--- src/rtl/sram_arbiter_pkg.sv ---
// Shared definitions for the SRAM slave-port arbiter: FSM encodings, grant index width
// and the latched request record.
package sram_arbiter_pkg;

  localparam int GW = 2;

  localparam logic [1:0] ST_IDLE  = 2'd0;
  localparam logic [1:0] ST_ISSUE = 2'd1;
  localparam logic [1:0] ST_WAIT  = 2'd2;

  typedef struct packed {
    logic [31:0] addr;
    logic [3:0]  we;
    logic [31:0] din;
  } sreq_t;

endpackage

--- src/rtl/sram_arbiter_rr_pick.sv ---
// Combinational round-robin picker with optional fixed priority for index 0.
// Reusable by any arbiter that keeps a last-grant pointer.
module rr_pick
  import sram_arbiter_pkg::*;
#(
  parameter int N = 3
) (
  input  logic [N-1:0]  i_req,
  input  logic [GW-1:0] i_ptr,
  input  logic          i_prio0,
  output logic [GW-1:0] o_grant,
  output logic          o_valid
);

  logic [GW-1:0] w_idx;

  always_comb begin
    o_grant = '0;
    o_valid = |i_req;
    w_idx   = '0;
    // Scan far-to-near so the nearest requester after the pointer is written last.
    for (int k = N; k >= 1; k--) begin
      w_idx = GW'((int'(i_ptr) + k) % N);
      if (i_req[w_idx]) o_grant = w_idx;
    end
    if (i_prio0 && i_req[0]) o_grant = '0;
  end

endmodule

--- src/rtl/sram_arbiter.sv ---
// Shares one SRAM controller slave port among NUM_MASTERS requesters, one access at a time,
// sequenced against the controller's stb/nak handshake.
module sram_arbiter
  import sram_arbiter_pkg::*;
#(
  parameter int NUM_MASTERS = 3,
  parameter bit PRIO_M0     = 1'b0
) (
  input  logic                      clk,
  input  logic                      rst_n,
  input  logic [NUM_MASTERS-1:0]    m_stb,
  input  logic [NUM_MASTERS*32-1:0] m_addr,
  input  logic [NUM_MASTERS*4-1:0]  m_we,
  input  logic [NUM_MASTERS*32-1:0] m_din,
  output logic [31:0]               m_dout,
  output logic [NUM_MASTERS-1:0]    m_ack,
  output logic                      s_stb,
  output logic [31:0]               s_addr,
  output logic [3:0]                s_we,
  output logic [31:0]               s_din,
  input  logic [47:0]               s_dout,
  input  logic                      s_nak
);

  logic [1:0]             r_state;
  logic [GW-1:0]          r_grant;
  logic [GW-1:0]          r_ptr;
  sreq_t                  r_req;
  logic                   r_stb;
  logic [31:0]            r_dout;
  logic [NUM_MASTERS-1:0] r_ack;

  logic [NUM_MASTERS-1:0] w_elig;
  logic [GW-1:0]          w_gnt;
  logic                   w_vld;
  logic                   w_unused;

  // The master acked this cycle still shows its old stb; keep it out of arbitration.
  assign w_elig   = m_stb & ~r_ack;
  assign w_unused = ^s_dout[47:32];

  rr_pick #(.N(NUM_MASTERS)) u_pick (
    .i_req   (w_elig),
    .i_ptr   (r_ptr),
    .i_prio0 (PRIO_M0),
    .o_grant (w_gnt),
    .o_valid (w_vld)
  );

  always_ff @(posedge clk or negedge rst_n) begin
    if (!rst_n) begin
      r_state <= ST_IDLE;
      r_grant <= '0;
      r_ptr   <= '0;
      r_req   <= '0;
      r_stb   <= 1'b0;
      r_dout  <= '0;
      r_ack   <= '0;
    end else begin
      r_ack <= '0;
      case (r_state)
        ST_IDLE: begin
          if (w_vld) begin
            r_grant <= w_gnt;
            r_req   <= '{addr: m_addr[w_gnt*32 +: 32],
                         we:   m_we[w_gnt*4 +: 4],
                         din:  m_din[w_gnt*32 +: 32]};
            r_stb   <= 1'b1;
            r_state <= ST_ISSUE;
          end
        end
        ST_ISSUE: begin
          if (s_nak) begin
            r_stb   <= 1'b0;
            r_state <= ST_WAIT;
          end
        end
        ST_WAIT: begin
          if (!s_nak) begin
            if (r_req.we == 4'b0000) r_dout <= s_dout[31:0];
            r_ack[r_grant] <= 1'b1;
            r_ptr          <= r_grant;
            r_state        <= ST_IDLE;
          end
        end
        default: r_state <= ST_IDLE;
      endcase
    end
  end

  assign s_stb  = r_stb;
  assign s_addr = r_req.addr;
  assign s_we   = r_req.we;
  assign s_din  = r_req.din;
  assign m_dout = r_dout;
  assign m_ack  = r_ack;

endmodule

--- config.mk ---
export PLATFORM = sky130hd
export DESIGN_NAME = sram_arbiter
export DESIGN_NICKNAME = d
export VERILOG_FILES = /design/src/rtl/sram_arbiter_pkg.sv /design/src/rtl/sram_arbiter_rr_pick.sv /design/src/rtl/sram_arbiter.sv
export SDC_FILE = /design/constraint.sdc
export NUM_CORES = 1
export LEC_CHECK = 0
export ABC_CLOCK_PERIOD_IN_PS = 5830
export CORE_AREA = 2 2 140 142
export DETAILED_ROUTE_END_ITERATION = 8
export DIE_AREA = 0 0 142 144
export PLACE_DENSITY = 0.68
export SLEW_MARGIN = 20
export SYNTH_ARGS = -nofsm -noshare
export SYNTH_HDL_FRONTEND = slang
export SYNTH_SLANG_ARGS = --single-unit
--- constraint.sdc ---
create_clock -name clk -period 5.83 [get_ports clk]
set_input_delay 1.166 -clock clk [delete_from_list [all_inputs] [get_ports clk]]
set_output_delay 1.166 -clock clk [all_outputs]
set_load 0.01 [all_outputs]
* Word level (Yosys, flattened, before mapping)
Index checks and enable logic that the tools add are counted.
W data, S select, Z words.
** Storage, ports and cells
- Output and inout bits :: 104
- Input port bits :: 258
- Register bits after elaboration :: 110
** Operators by class
- Eq/ne operators :: 5
- Muxes and demuxes :: 20
- Div/mod/pow operators :: 3
- $add $sub $neg :: 3
- Reduce and logical (&&, ||, !) cells :: 10
- Magnitude comparators :: 5
- Bitwise gates (word level) :: 3
- Shift-type cells :: 3
** Operator list (count)
- $shiftx A96 B8 Y32 :: 2
- $mod A32 B3 Y32 const B :: 3
- $lt A2 B3 Y1 const B :: 4
- $mux W2 :: 6
- $shiftx A12 B5 Y4 :: 1
- $reduce_and A3 Y1 :: 3
- $add A2 B2 Y3 const B :: 2
- $bmux W1 S2 :: 3
- $mux W1 :: 6
- $mux W3 :: 2
- $pmux W2 S3 :: 1
- $logic_not A4 Y1 :: 1
- $ne A2 B2 Y1 const B :: 2
- $reduce_and A2 Y1 :: 2
- $add A2 B1 Y3 const B :: 1
- $and A3 B3 Y3 :: 1
- $not A3 Y3 :: 1
- $reduce_or A3 Y1 :: 1
- $demux W1 S2 :: 1
- $eq A2 B1 Y1 const B :: 1
- $eq A2 B2 Y1 const B :: 1
- $ge A2 B1 Y1 const B :: 1
- $logic_not A2 Y1 :: 1
- $ne A2 B1 Y1 const B :: 1
- 4 further kinds :: 4

* Logic depth before layout (Yosys ltp)
- Depth in word-level cells :: 8
- Mapped depth :: 10
- Gate-level depth less buffers :: 8

* Hierarchy
From an unflattened synthesis, not the netlist that was laid out.
** Second synthesis, totals
- Cells, all modules :: 573
- Area total of the unflattened synthesis :: 5876.9 um^2
** Modules (own cells, without submodules)
- sram_arbiter :: times used 1, sequential area each 2752.6 um^2, cells each 550, area each 5685.5 um^2
- rr_pick :: times used 1, sequential area each 0.0 um^2, cells each 23, area each 191.4 um^2

* Worst setup path before layout
OpenSTA, ideal clock, no wires.
- Path type :: input -> register
- Start point :: input m_stb[1]
- End point :: register r_req (netlist bit s_addr[0])
- Path slack :: 3.010 ns
- Buffers on the path :: 2
- Stages on the path :: 8
- Arrival :: 2.686 ns
- Setup time :: 0.135 ns
- Path through :: nor2b_1 o22ai_1 a21oi_1 or4_1 nand2_1 clkbuf_1 clkbuf_1 o22ai_1
** On the way
- Longest elaborated chain between the ends :: 7
- Elaborated cells between the ends (all ways) :: 13
** RTL lines
- from (decl) :: RTL line sram_arbiter.sv:11 : input logic [NUM_MASTERS-1:0] m_stb,
- $and A3 B3 Y3 * :: RTL line sram_arbiter.sv:39 : assign w_elig = m_stb & ~r_ack;
- $bmux W1 S2 :: RTL line sram_arbiter_rr_pick.sv:24 : if (i_req[w_idx]) o_grant = w_idx;
- $mux W1 (not written as such) :: RTL line sram_arbiter_rr_pick.sv:24
- $mux W2 (3 in a row) :: RTL line sram_arbiter_rr_pick.sv:24
- $shiftx A96 B8 Y32 :: RTL line sram_arbiter.sv:65 : r_req <= '{addr: m_addr[w_gnt*32 +: 32],
- to (signal assigned) :: RTL line sram_arbiter.sv:65
- to (decl) :: RTL line sram_arbiter.sv:28 : sreq_t r_req;
Every way passes the cells marked *; elsewhere a longest branch is shown, timed or not. The select of a mux whose other input is x is not followed.
A chain may end at the register's enable or synchronous reset.

* Worst setup path in the final report
- Start point :: input m_stb[1]
- End point :: register r_req (netlist bit s_din[17])
** On the way
- Longest elaborated chain between the ends :: 7
- Elaborated cells between the ends (all ways) :: 13
** RTL lines
- $and A3 B3 Y3 * :: RTL line sram_arbiter.sv:39
- $bmux W1 S2 :: RTL line sram_arbiter_rr_pick.sv:24
- $mux W1 (not written as such) :: RTL line sram_arbiter_rr_pick.sv:24
- $mux W2 (3 in a row) :: RTL line sram_arbiter_rr_pick.sv:24
- $shiftx A96 B8 Y32 :: RTL line sram_arbiter.sv:67 : din: m_din[w_gnt*32 +: 32]};
Marks and branches as above.

==> impl_metrics.csv <==
group,metric,value,unit
timing,fin_setup_tns,0,ns
worst_hold_path,min_from,"r_grant[1]",
setup_path,crit_chain,"clkdlybuf4s50_1, or4bb_1, o31ai_1, nor3_1, o21ai_4, buf_4, mux2i_1, o22ai_1",
clocking,postCtsHoldBufs,0,
logic_synthesis,synth_top_family_by_area,"multiplexers",
setup_path,end_kind,"register",
route,post_drt_wl_per_cell,18.3,microns
clocking,cts_buffers,9,
pwr,ir_worst_vdd,0.414,mV
worst_hold_path,holdPathStages,1,
place,dp.final_hpwl,15000,microns
route,vias_per_cell,5.01,
floorplan,die_h,144,microns
worst_hold_path,hold_class,"reg2reg",
logic_synthesis,ys_warn_count,0,
setup_path,crit_fanout,39,
setup_path,crit_required,6.04,ns
timing,finalHoldViolCount,0,
status,status,"completed",
floorplan,coreArea,19100,sq um
cells_and_area,postLayoutCoreUtil,0.500,
logic_synthesis,synth_area,5570,sq um
route,drt_wl_total,20400,microns
route,drc,0,
timing,fin_crit_sh,0.597,
cells_and_area,diodes,0,
pwr,leakage,4.09,nW
setup_path,critPathBufInv,2,
setup_path,path_class,"in2reg",
route,ant_nets,0,
logic_synthesis,yosys.area_share.adder,0.00898,
route,first_pass_iters,4,
cells_and_area,regArea,2750,sq um
cells_and_area,fillers,1747,
place,io_buffers,345,
timing,relSlewSlack,0.413,
logic_synthesis,synthXorXnorAreaFrac,0.00157,
floorplan,die_area,20400,sq um
timing,worst_pin_slew,0.877,ns
timing,fmax,287,MHz
logic_synthesis,synth_cell_types,33,
setup_path,crit_arrival,3.69,ns
route,vias,5582,
logic_synthesis,synth_compound_area_frac,0.179,
grt,grt.total_usage,0.193,
logic_synthesis,syn_inst,550,
timing,final.setup_skew,0.00847,ns
floorplan,start_util,0.292,
logic_synthesis,synth_nets,812,
route,drtIter0Drc,167,
timing,drv_slew,0,
logic_synthesis,synth.mux.area_fraction,0.191,
cells_and_area,finish.net_count,1134,
logic_synthesis,synth-async-reset-ratio,1.00,
floorplan,pin_count,362,
cells_and_area,layout-drive-gt1-share,0.0753,
floorplan,die_w,142,microns
logic_synthesis,synth_most_common_cell,"dfrtp_1",
logic_synthesis,synth-seq-cells,110,
logic_synthesis,ys.flop_type,"dfrtp_1",
run,drv_cap,0,
grt,grt_pass1_vias,5483,
cells_and_area,multi_input_area,2640,sq um
timing,rsz0062_at_grt,"no",
worst_hold_path,holdPathEnd,"m_ack[1]",
setup_path,rr_startpoint,"r_ptr[0]",
clocking,path_clk_slew,0.08,ns
logic_synthesis,synth-edff-count,0,
place,gp_congestion,0.780,
timing,setup_viol,0,
setup_path,start_kind,"input port",
setup_path,rr_endpoint,"s_din[17]",
clocking,cts.sinks,110,
clocking,clock_latency,0.35,ns
cells_and_area,area_growth,71.3,%
logic_synthesis,synth_seq_area_share,0.494,
grt,gr-total-overflow,0,
grt,grt_pass1_wl,30500,microns
logic_synthesis,yosysTopAreaCell,"dfrtp_1",
setup_path,cp_slowest_cell,"buf_4",
setup_path,rrSetupSlack,2.73,ns
logic_synthesis,post_synth.cell_area_avg,10.1,sq um
clocking,htreeDepth,3,
clocking,cts.root.buffer_cell,"clkbuf_16",
grt,grt_max_degree,77,
grt,grt_antenna_before_repair,0,
setup_path,max_stage_delay,0.55,ns
clocking,cts-resized-gates,0,
floorplan,rows,51,
timing,min_period,3.48,ns
clocking,cts_tree,"yes",
pwr,p_per_area,512,nW/um^2
logic_synthesis,yosys.area_share.simple,0.0891,
clocking,cts_setup_buffers,0,
logic_synthesis,ys_top_cells_by_area,"dfrtp_1 49%, mux2i_1 12%, o22ai_1 7.7%, mux2_2 6.9%, a21oi_1 6.3%",
setup_path,path_delay_family,"buffers and inverters",
setup_path,reg2regPathDepth,8,
logic_synthesis,synth_top_area_frac,0.494,
logic_synthesis,synthTopCellsByCount,"110 x dfrtp_1, 74 x nor2_1, 70 x a21oi_1",
clocking,clk_path_buf_depth,2,
-- logic make-up after synthesis --
logic type | after synthesis
AOI/OAI and AO/OA | 178
DFF | 110
and+or+nand+nor | 107
muxes | 102
buffers and inverters | 48
adders and majority gates | 4
xor gates and xnor gates | 1
-- worst reg2reg max path: cells and delay by family, from the launching register on --
| kind | cells | cell delay (ns) |
|---|---|---|
| AOI/OAI and AO/OA | 2 | 0.22 |
| adders and majority gates | 1 | 0.40 |
| buffers and inverters | 2 | 0.63 |
| DFF | 1 | 0.40 |
| muxes | 1 | 0.42 |
| and+or+nand+nor | 2 | 0.89 |
-- where the power goes --
part           switching [mW]  internal (mW)
clock network           0.311          0.344
registers               0.215           1.11
logic                    1.48           1.42
total                    2.01           2.87
-- cells in the final DEF, fill, tap and decap left out, types with 2 or more instances in the layout --
cell type	n
a21oi_1	70
buf_4	11
clkbuf_16	9
clkdlybuf4s50_1	344
clkinvlp_4	2
dfrtp_1	110
ha_1	4
inv_1	4
inv_6	2
mux2_2	34
mux2i_1	68
nand2_1	5
nand2b_1	4
nand3_1	2
nor2_1	74
nor2b_1	2
nor3_1	2
nor3b_1	2
nor4b_1	2
nor4bb_1	4
o21ai_0	33
o22ai_1	69
o31ai_1	2
or4bb_1	2
-- per-layer routing --
| layer | up-vias | GRT usage | wire (microns) |
|---|---|---|---|
| met5 | - | 0 | 0 |
| met4 | 0 | 0.0579 | 283 |
| met3 | 16 | 0.0553 | 1720 |
| met2 | 238 | 0.326 | 9940 |
| met1 | 2670 | 0.241 | 8460 |
| li1 | 2658 | - | - |
-- sequential cells by signal, summed over array words and instances (netlist names) --
signal   flops
r_ptr        2
s_din       32
m_ack        3
r_grant      2
s_addr      32
m_dout      32
r_state      2
s_we         4
s_stb        1
-- worst max path at each step --
stage,startpoint,end,slack [ns],cells past startpoint
after floorplan,m_stb[1],s_addr[0],3.01,8
after global routing,m_stb[1],s_din[17],2.21,8
final,m_stb[1],s_din[17],2.35,8
after CTS,m_stb[1],s_din[17],2.39,8
after detailed placement,m_stb[1],s_din[17],2.00,8
after global placement,m_stb[1],s_din[17],2.03,8
-- through the flow --
step	hold slack [ns]	setup slack, ns	power (mW)	area [sq um]	cells
global route	0.520	2.21	5.23	9540	1115
detailed placement	0.487	2.00	4.25	9230	1099
CTS	0.503	2.39	4.93	9540	1115
finish	0.500	2.35	4.88	9540	1115
global placement	0.482	2.03	4.21	9230	1099
floorplan	0.461	3.01	3.01	5570	550
-- layout make-up --
| class | instances | share of cell area |
|---|---|---|
| Clock buffer | 9 | 0.0236 |
| Clock inverter | 7 | 0.00944 |
| Inverter | 4 | 0.00157 |
| Multi-Input combinational cell | 392 | 0.276 |
| Sequential cell | 110 | 0.288 |
| Tap cell | 238 | 0.0312 |
| Timing Repair Buffer | 355 | 0.369 |
No activity file was read; power rests on OpenSTA's default activity.
